--- config.mk ---
export PLATFORM = sky130hd
export DESIGN_NAME = apb_demux_bridge
export DESIGN_NICKNAME = d
export VERILOG_FILES = /design/src/rtl/apb_demux_pkg.sv /design/src/rtl/apb_timeout_cnt.sv /design/src/rtl/apb_demux_bridge.sv
export SDC_FILE = /design/constraint.sdc
export NUM_CORES = 1
export LEC_CHECK = 0
export BUFFER_PORTS_ARGS = -buffer_cell sky130_fd_sc_hd__buf_2
export CORE_UTILIZATION = 31
export CTS_CLUSTER_DIAMETER = 60
export DETAILED_ROUTE_END_ITERATION = 8
export GPL_TIMING_DRIVEN = 0
export HOLD_SLACK_MARGIN = 0.06
export PLACE_DENSITY = 0.64
export SYNTH_ARGS = -nofsm -noshare
export SYNTH_HDL_FRONTEND = slang
export SYNTH_SLANG_ARGS = --single-unit
--- constraint.sdc ---
create_clock -name ACLK -period 2 [get_ports ACLK]
set_clock_uncertainty 0.15 [all_clocks]
set_input_delay 0.1 -clock ACLK [delete_from_list [all_inputs] [get_ports ACLK]]
set_output_delay 0.1 -clock ACLK [all_outputs]
set_load 0.1 [all_outputs]
--- src/rtl/apb_demux_pkg.sv ---
// Shared definitions for the APB demux bridge: FSM state encoding and APB response codes.
package apb_demux_pkg;

  typedef enum logic [2:0] {
    IDLE   = 3'd0,
    SETUP  = 3'd1,
    ACCESS = 3'd2,
    RESP   = 3'd3,
    ERR    = 3'd4,
    DRAIN  = 3'd5
  } state_t;

  localparam logic OKAY   = 1'b0;
  localparam logic SLVERR = 1'b1;

endpackage

--- src/rtl/apb_timeout_cnt.sv ---
// ACCESS-phase watchdog for apb_demux_bridge; only instantiated when APB_DEMUX_TIMEOUT_EN is defined.
module apb_timeout_cnt
  import apb_demux_pkg::*;
#(
  parameter int TIMEOUT_CYCLES = 255
) (
  input  logic ACLK,
  input  logic ARESETn,
  input  logic clear,
  input  logic enable,
  output logic expired
);

  localparam logic [15:0] LAST = 16'(TIMEOUT_CYCLES - 1);

  logic [15:0] count;

  // Saturates at LAST so a lingering enable can never wrap back to zero.
  always_ff @(posedge ACLK or negedge ARESETn) begin
    if (!ARESETn) begin
      count <= '0;
    end else if (clear) begin
      count <= '0;
    end else if (enable && (count != LAST)) begin
      count <= count + 16'd1;
    end
  end

  assign expired = enable && (count == LAST);

endmodule

--- src/rtl/apb_demux_bridge.sv ---
// Converts a single-phase upstream APB request into two-phase transfers to NUM_SLAVES regions.
// Define APB_DEMUX_TIMEOUT_EN to include the ACCESS watchdog (apb_timeout_cnt).
module apb_demux_bridge
  import apb_demux_pkg::*;
#(
  parameter int NUM_SLAVES      = 4,
  parameter int ADDR_WIDTH      = 32,
  parameter int DATA_WIDTH      = 32,
  parameter int SLAVE_ADDR_BITS = 12,
  parameter logic [ADDR_WIDTH-1:0] BASE_ADDR = 'h4000_0000,
  parameter int TIMEOUT_CYCLES  = 255
) (
  input  logic                             ACLK,
  input  logic                             ARESETn,
  input  logic                             s_psel,
  input  logic                             s_penable,
  input  logic                             s_pwrite,
  input  logic [ADDR_WIDTH-1:0]            s_paddr,
  input  logic [DATA_WIDTH-1:0]            s_pwdata,
  output logic [DATA_WIDTH-1:0]            s_prdata,
  output logic                             s_pready,
  output logic                             s_pslverr,
  output logic [NUM_SLAVES-1:0]            m_psel,
  output logic                             m_penable,
  output logic                             m_pwrite,
  output logic [ADDR_WIDTH-1:0]            m_paddr,
  output logic [DATA_WIDTH-1:0]            m_pwdata,
  input  logic [NUM_SLAVES*DATA_WIDTH-1:0] m_prdata,
  input  logic [NUM_SLAVES-1:0]            m_pready,
  input  logic [NUM_SLAVES-1:0]            m_pslverr,
  output logic                             timeout_o
);

  localparam int IDX_W  = (NUM_SLAVES > 1) ? $clog2(NUM_SLAVES) : 1;
  localparam int HI_LSB = SLAVE_ADDR_BITS + IDX_W;

  state_t                     state, state_nxt;
  logic                       lat_write;
  logic [DATA_WIDTH-1:0]      lat_wdata;
  logic [SLAVE_ADDR_BITS-1:0] lat_off;
  logic [IDX_W-1:0]           lat_idx;
  logic [DATA_WIDTH-1:0]      cap_rdata;
  logic                       cap_slverr;
  logic                       timeout_q;

  logic                       req;
  logic                       hit;
  logic [IDX_W-1:0]           req_idx;
  logic                       sel_ready;
  logic [DATA_WIDTH-1:0]      sel_rdata;
  logic                       watchdog_expired;
  logic                       timeout_fire;

  assign req       = s_psel && s_penable;
  assign req_idx   = s_paddr[SLAVE_ADDR_BITS +: IDX_W];
  assign hit       = (((s_paddr ^ BASE_ADDR) >> HI_LSB) == '0) && (32'(req_idx) < NUM_SLAVES);
  assign sel_ready = m_pready[lat_idx];
  assign sel_rdata = m_prdata[32'(lat_idx) * DATA_WIDTH +: DATA_WIDTH];

`ifdef APB_DEMUX_TIMEOUT_EN
  apb_timeout_cnt #(
    .TIMEOUT_CYCLES (TIMEOUT_CYCLES)
  ) u_timeout (
    .ACLK    (ACLK),
    .ARESETn (ARESETn),
    .clear   (state == SETUP),
    .enable  (state == ACCESS),
    .expired (watchdog_expired)
  );
`else
  logic unused_timeout_cycles;
  assign unused_timeout_cycles = (TIMEOUT_CYCLES == 0);
  assign watchdog_expired      = 1'b0;
`endif

  always_ff @(posedge ACLK or negedge ARESETn) begin
    if (!ARESETn) begin
      state <= IDLE;
    end else begin
      state <= state_nxt;
    end
  end

  // pready beats watchdog expiry when both land in the same ACCESS cycle.
  always_comb begin
    state_nxt    = state;
    timeout_fire = 1'b0;
    case (state)
      IDLE:   if (req) state_nxt = hit ? SETUP : ERR;
      SETUP:  state_nxt = ACCESS;
      ACCESS: begin
        if (sel_ready) begin
          state_nxt = RESP;
        end else if (watchdog_expired) begin
          state_nxt    = RESP;
          timeout_fire = 1'b1;
        end
      end
      RESP:   state_nxt = DRAIN;
      ERR:    state_nxt = DRAIN;
      DRAIN:  if (!s_penable) state_nxt = IDLE;
      default: state_nxt = IDLE;
    endcase
  end

  always_ff @(posedge ACLK or negedge ARESETn) begin
    if (!ARESETn) begin
      lat_write  <= 1'b0;
      lat_wdata  <= '0;
      lat_off    <= '0;
      lat_idx    <= '0;
      cap_rdata  <= '0;
      cap_slverr <= OKAY;
      timeout_q  <= 1'b0;
    end else begin
      timeout_q <= timeout_fire;
      if ((state == IDLE) && req) begin
        lat_write <= s_pwrite;
        lat_wdata <= s_pwdata;
        lat_off   <= s_paddr[SLAVE_ADDR_BITS-1:0];
        lat_idx   <= req_idx;
      end
      if (state == ACCESS) begin
        if (sel_ready) begin
          cap_rdata  <= lat_write ? '0 : sel_rdata;
          cap_slverr <= m_pslverr[lat_idx];
        end else if (watchdog_expired) begin
          cap_rdata  <= '0;
          cap_slverr <= SLVERR;
        end
      end
    end
  end

  // Every output is a decode of registered state, so no input reaches an output combinationally.
  always_comb begin
    m_psel    = '0;
    m_penable = 1'b0;
    s_pready  = 1'b0;
    s_prdata  = '0;
    s_pslverr = OKAY;
    case (state)
      SETUP:  m_psel = NUM_SLAVES'(1) << lat_idx;
      ACCESS: begin
        m_psel    = NUM_SLAVES'(1) << lat_idx;
        m_penable = 1'b1;
      end
      RESP: begin
        s_pready  = 1'b1;
        s_prdata  = cap_rdata;
        s_pslverr = cap_slverr;
      end
      ERR: begin
        s_pready  = 1'b1;
        s_pslverr = SLVERR;
      end
      default: ;
    endcase
  end

  assign m_pwrite  = lat_write;
  assign m_pwdata  = lat_wdata;
  assign m_paddr   = ADDR_WIDTH'(lat_off);
  assign timeout_o = timeout_q;

endmodule
==> results of run 1 <==
## layout by cell type (no fill, tap or decap), types with 2 or more instances in the layout
cell type and count:
and2_2 5, and2_4 26, buf_12 41, buf_2 252, buf_4 32, buf_6 9, buf_8 2, bufinv_16 2
clkbuf_16 10, clkbuf_8 3, clkinv_2 2, conb_1 21, dfrtp_1 79, dfrtp_2 4, dlygate4sd3_1 56, mux2_1 47
mux2_2 4, mux2_4 32, mux4_2 33, nand2_1 2, nor2_1 2, nor2_2 3, nor2_4 4, nor2b_1 34
nor4_1 2
## state kept, by name, summed over array words and instances (netlist names)
signal	flops
cap_rdata	32
m_pwdata	32
lat_off	12
state	3
lat_idx	2
cap_slverr	1
m_pwrite	1
## stage by stage
stage          hold slack (ps)  TNS [ps]  utilization
2_1_floorplan           -345.6     -1154            -
3_3_place_gp             166.0    -14660       0.4410
3_5_place_dp            -142.1    -14710       0.4430
4_1_cts                  95.31    -341.7       0.5446
5_1_grt                  130.2         0       0.5496
6_report                 108.6         0       0.5496
## power by group
group          internal [W]  total (W)  switching, W  leakage [nW]
logic               0.00311    0.00938       0.00627          2.94
clock network       0.00113    0.00182      0.000693         0.163
registers           0.00248    0.00296      0.000479          1.01
## cell type report
type	count	area [um^2]	area share
sequential	83	2082	0.2483
clock inverter	6	87.58	0.01044
timing repair buffer	352	2635	0.3142
tap	211	264.0	0.03148
buffer	44	459.2	0.05476
multi-input combinational	233	2615	0.3118
inverter	1	3.754	0.0004476
clock buffer	10	239.0	0.02850
## logic make-up after synthesis
group | Yosys count
buffers and inverters | 45
and+or+nand+nor | 89
AOI/OAI and AO/OA | 6
other | 1
muxes | 116
DFF | 83
xor gates and xnor gates | 1
## routing by layer
metal	routed length, um	part of all wire	vias up	GRT usage
li1	-	-	1953	-
met1	5764	0.39	2020	0.2063
met2	8045	0.54	164	0.3433
met3	793	0.053	24	0.04523
met4	293	0.020	0	0.06162
met5	0	0	-	0
## path summary, 6_finish.rpt
path / slack, ps / from / to / cells after the start
max in group asynchronous: 280 / ARESETn / m_pwdata[10] / 3
min in group asynchronous: 180 / ARESETn / m_pwdata[21] / 3
min: 110 / s_paddr[31] / state[0] / 4
max: 60 / lat_idx[1] / cap_rdata[21] / 5
min reg2reg: 330 / lat_off[10] / lat_off[10] / 1
max reg2reg: 60 / lat_idx[1] / cap_rdata[21] / 5
## tightest hold or removal path, stage by stage
cell and delay [ps]:
buf_2 70, or4_1 90, nor2_1 60, a41o_1 240
## repair_timing
item | CTS | global route
endpoints found under the hold margin | 133 | 0
hold buffers | 56 | 0
gates resized for setup | 183 | 17
setup endpoints to repair | 98 | 68
pin swaps | 6 | 2
cloned | 1 | 0
buffers inserted | 3 | 3
==> impl_metrics.yaml, run 1 <==
outcome:
  status: "completed"
yosys:
  synth_edf_count: 0
  synth_cells: 341
  netlist_area_um2: 4877
  synth_adder_area_share: 0
  synthMuxAreaShare: 0.3679
  ys_seq_elements: 83
  synth_xor_xnor_area_share: 0.001796
  async_reset_ff_frac: 1.000
  yosysMostFrequentCell: "dfrtp_1"
  netlist.area_leader.share: 0.4259
  synthSimpleGateAreaFrac: 0.1129
  yosys.cell_types.count: 34
  synth_ff_type: "dfrtp_1"
  synth_compound_area_frac: 0.008979
  synth_top_family_by_area: "multiplexers"
  yosysTopAreaCell: "dfrtp_1"
  synthTopCellsByArea: "dfrtp_1 43%, mux4_2 15%, mux2_1 11%"
  synthTopCellsByCount: "83 x dfrtp_1, 49 x mux2_1, 34 x nor2b_1"
  seq_area_frac_synth: 0.4259
  yosysWarnings: 0
  avgSynthCellArea_um2: 14.30
floorplan:
  die_w_um: 127.4
  rows: 45
  start_util: 0.3196
  die_area_um2: 16240
  ios: 310
  core_um2: 15260
  die_y_um: 127.4
timing:
  report.final.setup_viol: 0
  slew_headroom: 0.4086
  rsz0062_at_grt: "false"
  worst_pin_slew_ps: 884.2
  hold_viol: 0
  max_freq_mhz: 514.5
  slew_viol_final: 0
  period_share: 0.9718
  period_minus_slack_ps: 1944
  fin_ws_ps: 56.47
final_layout:
  final_area_um2: 8386
  fill_cells: 1266
  nets: 929
  area.growth.synth_to_final_pct: 71.93
  drive_above_1_share: 0.6488
  stdcell_count: 940
  diodes: 0
critical_path:
  crit_top_cell: "mux2_4"
  cp.required_ps: 2070
  path_delay_family: "multiplexers"
  worstPathCellList: "mux2_2 > mux2_4 > nand2_8 > buf_12 > mux2_4"
  cp-start-kind: "flip-flop"
  crit_path_max_fanout: 10
  criticalPathCategory: "reg2reg"
  crit_path_max_incr_delay_ps: 410
  cp_num_buf_inv: 1
  critPathSlowestCell: "dfrtp_2"
  cp_data_arrival_time_ps: 2020
  end_kind: "flip-flop"
place:
  io_buffers: 288
  dp_cells: 861
  gp_congestion: 0.7188
  placed_cell_area_um2: 6759
  post-dp-hpwl_mm: 11.15
  pre_cts_ws_ps: -485.4
global_routing:
  grt_overflow: 0
  grt_max_degree: 66
  grt_pass1_wl_mm: 22.85
  grt_pass1_vias: 4543
  antenna_found_initial: 0
  grt_use_total: 0.1852
route:
  wl_mm: 14.90
  drtIter0Drc: 101
  num_vias: 4161
  first_pass_iters: 4
  via_per_inst: 4.427
  drc: 0
  wire_per_inst_um: 15.85
  drtAntennaViolNets: 0
power_and_ir_drop:
  total_power_w: 0.01416
  p_leak_nw: 4.116
  peakVddDrop_mv: 1.577
  p_per_area_nw_per_um2: 1689
cts:
  htreeDepth: 3
  clkSinkCount: 83
  tritoncts: "done"
  cts_buffers: 9
  worstSkewPairLatency_ps: 340
  root_buffer: "clkbuf_16"
  clkTransAtPathRegs_ps: 60
  clockBufferDepth: 2
run:
  maxCapViolCount: 0
hold_path:
  hold_class: "in2reg"
No activity file was read; power rests on OpenSTA's default activity.
==> inputs of run 2 (changes only) <==
Settings changed: CORE_ASPECT_RATIO from default to 1.4, CTS_BUF_LIST from default to sky130_fd_sc_hd__clkbuf_4, SYNTH_HIERARCHICAL from default to 1.
==> run 2 against run 1 <==
Against the previous run: the flow now finishes with violations (negative setup slack); hold slack lost 28 ps; via count grew 6.2%; total power shrank 4.6%; global-route usage grew 1.5 points; critical path type is now reg2out; largest cell class unchanged; largest power group unchanged; highest routed layer unchanged.
==> impl_metrics.yaml, run 2 <==
yosys:
  synth_edf_count: 0
  synthTopCellsByCount: "83 x dfrtp_1, 49 x mux2_1, 34 x nor2b_1"
  netlist_area_um2: 4877
  yosys.cell_types.count: 34
  synth_cells: 341
  seq_area_frac_synth: 0.4259
  synthTopCellsByArea: "dfrtp_1 43%, mux4_2 15%, mux2_1 11%"
  yosysMostFrequentCell: "dfrtp_1"
  synth_ff_type: "dfrtp_1"
  yosysTopAreaCell: "dfrtp_1"
  ys_seq_elements: 83
  avgSynthCellArea_um2: 14.30
  async_reset_ff_frac: 1.000
  yosysWarnings: 6
  netlist.area_leader.share: 0.4259
critical_path:
  startpoint: "state[2]"
  r2r_end: "cap_rdata[23]"
  rr_worst_depth: 5
  cp.required_ps: 1750
  rrSetupSlack_ps: 40
  r2r-start: "lat_idx[1]"
  end_kind: "output port"
  crit_path_max_fanout: 7
  endpoint: "s_prdata[7]"
  cp_data_arrival_time_ps: 1780
  cp-start-kind: "flip-flop"
  criticalPathCategory: "reg2out"
final_layout:
  multi_input_area_um2: 2635
  nets: 973
  drive_above_1_share: 0.6145
  final_area_um2: 8661
  final_common_cell: "buf_2"
  area.growth.synth_to_final_pct: 77.58
  mostFrequentLayoutCells: "251 x buf_2, 97 x dlygate4sd3_1, 79 x dfrtp_1, 47 x mux2_1, 44 x buf_12"
  fill_cells: 1223
  register_area_um2: 2082
timing:
  fin_ws_ps: -31.61
  period_share: 1.016
  slew_headroom: 0.6220
  worst_pin_slew_ps: 566.9
  hold_viol: 0
  report.final.setup_viol: 29
  max_freq_mhz: 492.2
  period_minus_slack_ps: 2032
  rsz0062_at_grt: "true"
  slew_viol_final: 0
floorplan:
  die_w_um: 108.0
  start_util: 0.3212
  ios: 310
  core_um2: 15190
  rows: 53
  die_y_um: 150.4
  die_area_um2: 16250
place:
  pre_cts_ws_ps: -510.6
  placed_cell_area_um2: 6728
  gp_congestion: 0.8359
  post-dp-hpwl_mm: 11.63
  io_buffers: 288
route:
  drc: 0
  highest_layer: "met4"
  via_per_inst: 4.572
  wire_per_inst_um: 16.89
  met3WireLength_um: 681
  first_pass_iters: 4
  drtIter0Drc: 70
  drtAntennaViolNets: 0
  met2_length_mm: 9.142
  wl_mm: 16.33
  met1_length_mm: 6.053
  num_vias: 4421
cts:
  tritoncts: "done"
  clkSinkCount: 83
  htreeDepth: 3
  worstSkewPairLatency_ps: 430
  root_buffer: "clkbuf_4"
  cts_buffers: 9
  clockBufferDepth: 2
  clkTransAtPathRegs_ps: 140
global_routing:
  grt_pass1_vias: 4815
  grt_max_degree: 44
  antenna_found_initial: 2
  grt_overflow: 0
  grt_use_total: 0.1998
  grt_pass1_wl_mm: 24.29
outcome:
  status: "complete, but fails checks"
  violations: "negative setup slack"
power_and_ir_drop:
  p_per_area_nw_per_um2: 1560
  peakVddDrop_mv: 1.217
  p_leak_nw: 4.218
hold_path:
  hold_class: "in2reg"
run:
  maxCapViolCount: 0
-- run 2: cell counts after synthesis --
Identical to the previous run, type by type.
-- run 2: how the worst min path moves through the flow --
stage,startpoint,to,slack (ps),depth (start not counted)
CTS,m_prdata[127],cap_rdata[31],60,4
global placement,s_pwdata[24],m_pwdata[24],170,2
global route,m_prdata[24],cap_rdata[24],70,4
floorplan,ARESETn,cap_rdata[0],-350,0
finish,m_prdata[95],cap_rdata[31],80,4
detailed placement,ARESETn,m_pwdata[24],-20,1
-- run 2: metal layers --
| layer | vias up | GRT usage |
|---|---|---|
| li1 | 2039 | - |
| met5 | - | 0 |
| met4 | 0 | 0.08288 |
| met3 | 30 | 0.03074 |
| met1 | 2172 | 0.2144 |
| met2 | 180 | 0.3812 |
-- run 2: area by class of cell --
class	instances	area share
buffer	44	0.05504
antenna	2	0.0005779
clock buffer	9	0.007801
timing repair buffer	396	0.3578
tap	192	0.02774
multi-input combinational	233	0.3042
sequential	83	0.2404
clock inverter	7	0.005923
inverter	1	0.0004334
-- run 2: stage by stage --
step / power (W) / TNS, ps / utilization / std cells / hold slack, ps
2_1_floorplan: 0.01017 / -1154 / - / 361 / -345.6
3_3_place_gp: 0.01157 / -16880 / 0.4415 / 841 / 167.3
3_5_place_dp: 0.01174 / -19080 / 0.4430 / 842 / -18.20
4_1_cts: 0.01338 / -3764 / 0.5605 / 963 / 60.39
5_1_grt: 0.01412 / -3284 / 0.5703 / 967 / 73.71
6_report: 0.01351 / -436.7 / 0.5703 / 967 / 80.47
-- run 2: kinds of logic after synthesis --
group,share of synthesized area
compound gates,0.008979
flops,0.4259
simple gates,0.1129
xor+xnor,0.001796
other cells,0.0007689
buf+inv,0.08184
mux,0.3679
-- run 2: power by group --
| part | total (W) | internal [W] | switching (W) |
|---|---|---|---|
| Sequential | 0.00294 | 0.00247 | 0.000472 |
| Clock | 0.000922 | 0.000265 | 0.000657 |
| Combinational | 0.00965 | 0.00327 | 0.00637 |
| Total | 0.0135 | 0.00601 | 0.00750 |
-- run 2: critical path, cell delays in order, from the launching register on --
cell      delay, ps
dfrtp_2         440
nand2b_4        170
nor2_4          120
buf_8           160
buf_8           120
and2_4          150
buf_12          170
-- run 2: repair_timing --
item                                   CTS  global route
endpoints found under the hold margin  146             0
hold buffers                            97             0
pin swaps                               21            11
cloned                                   2             1
buffers inserted                         6             1
setup endpoints to repair              109            79
resized for setup                      187            39
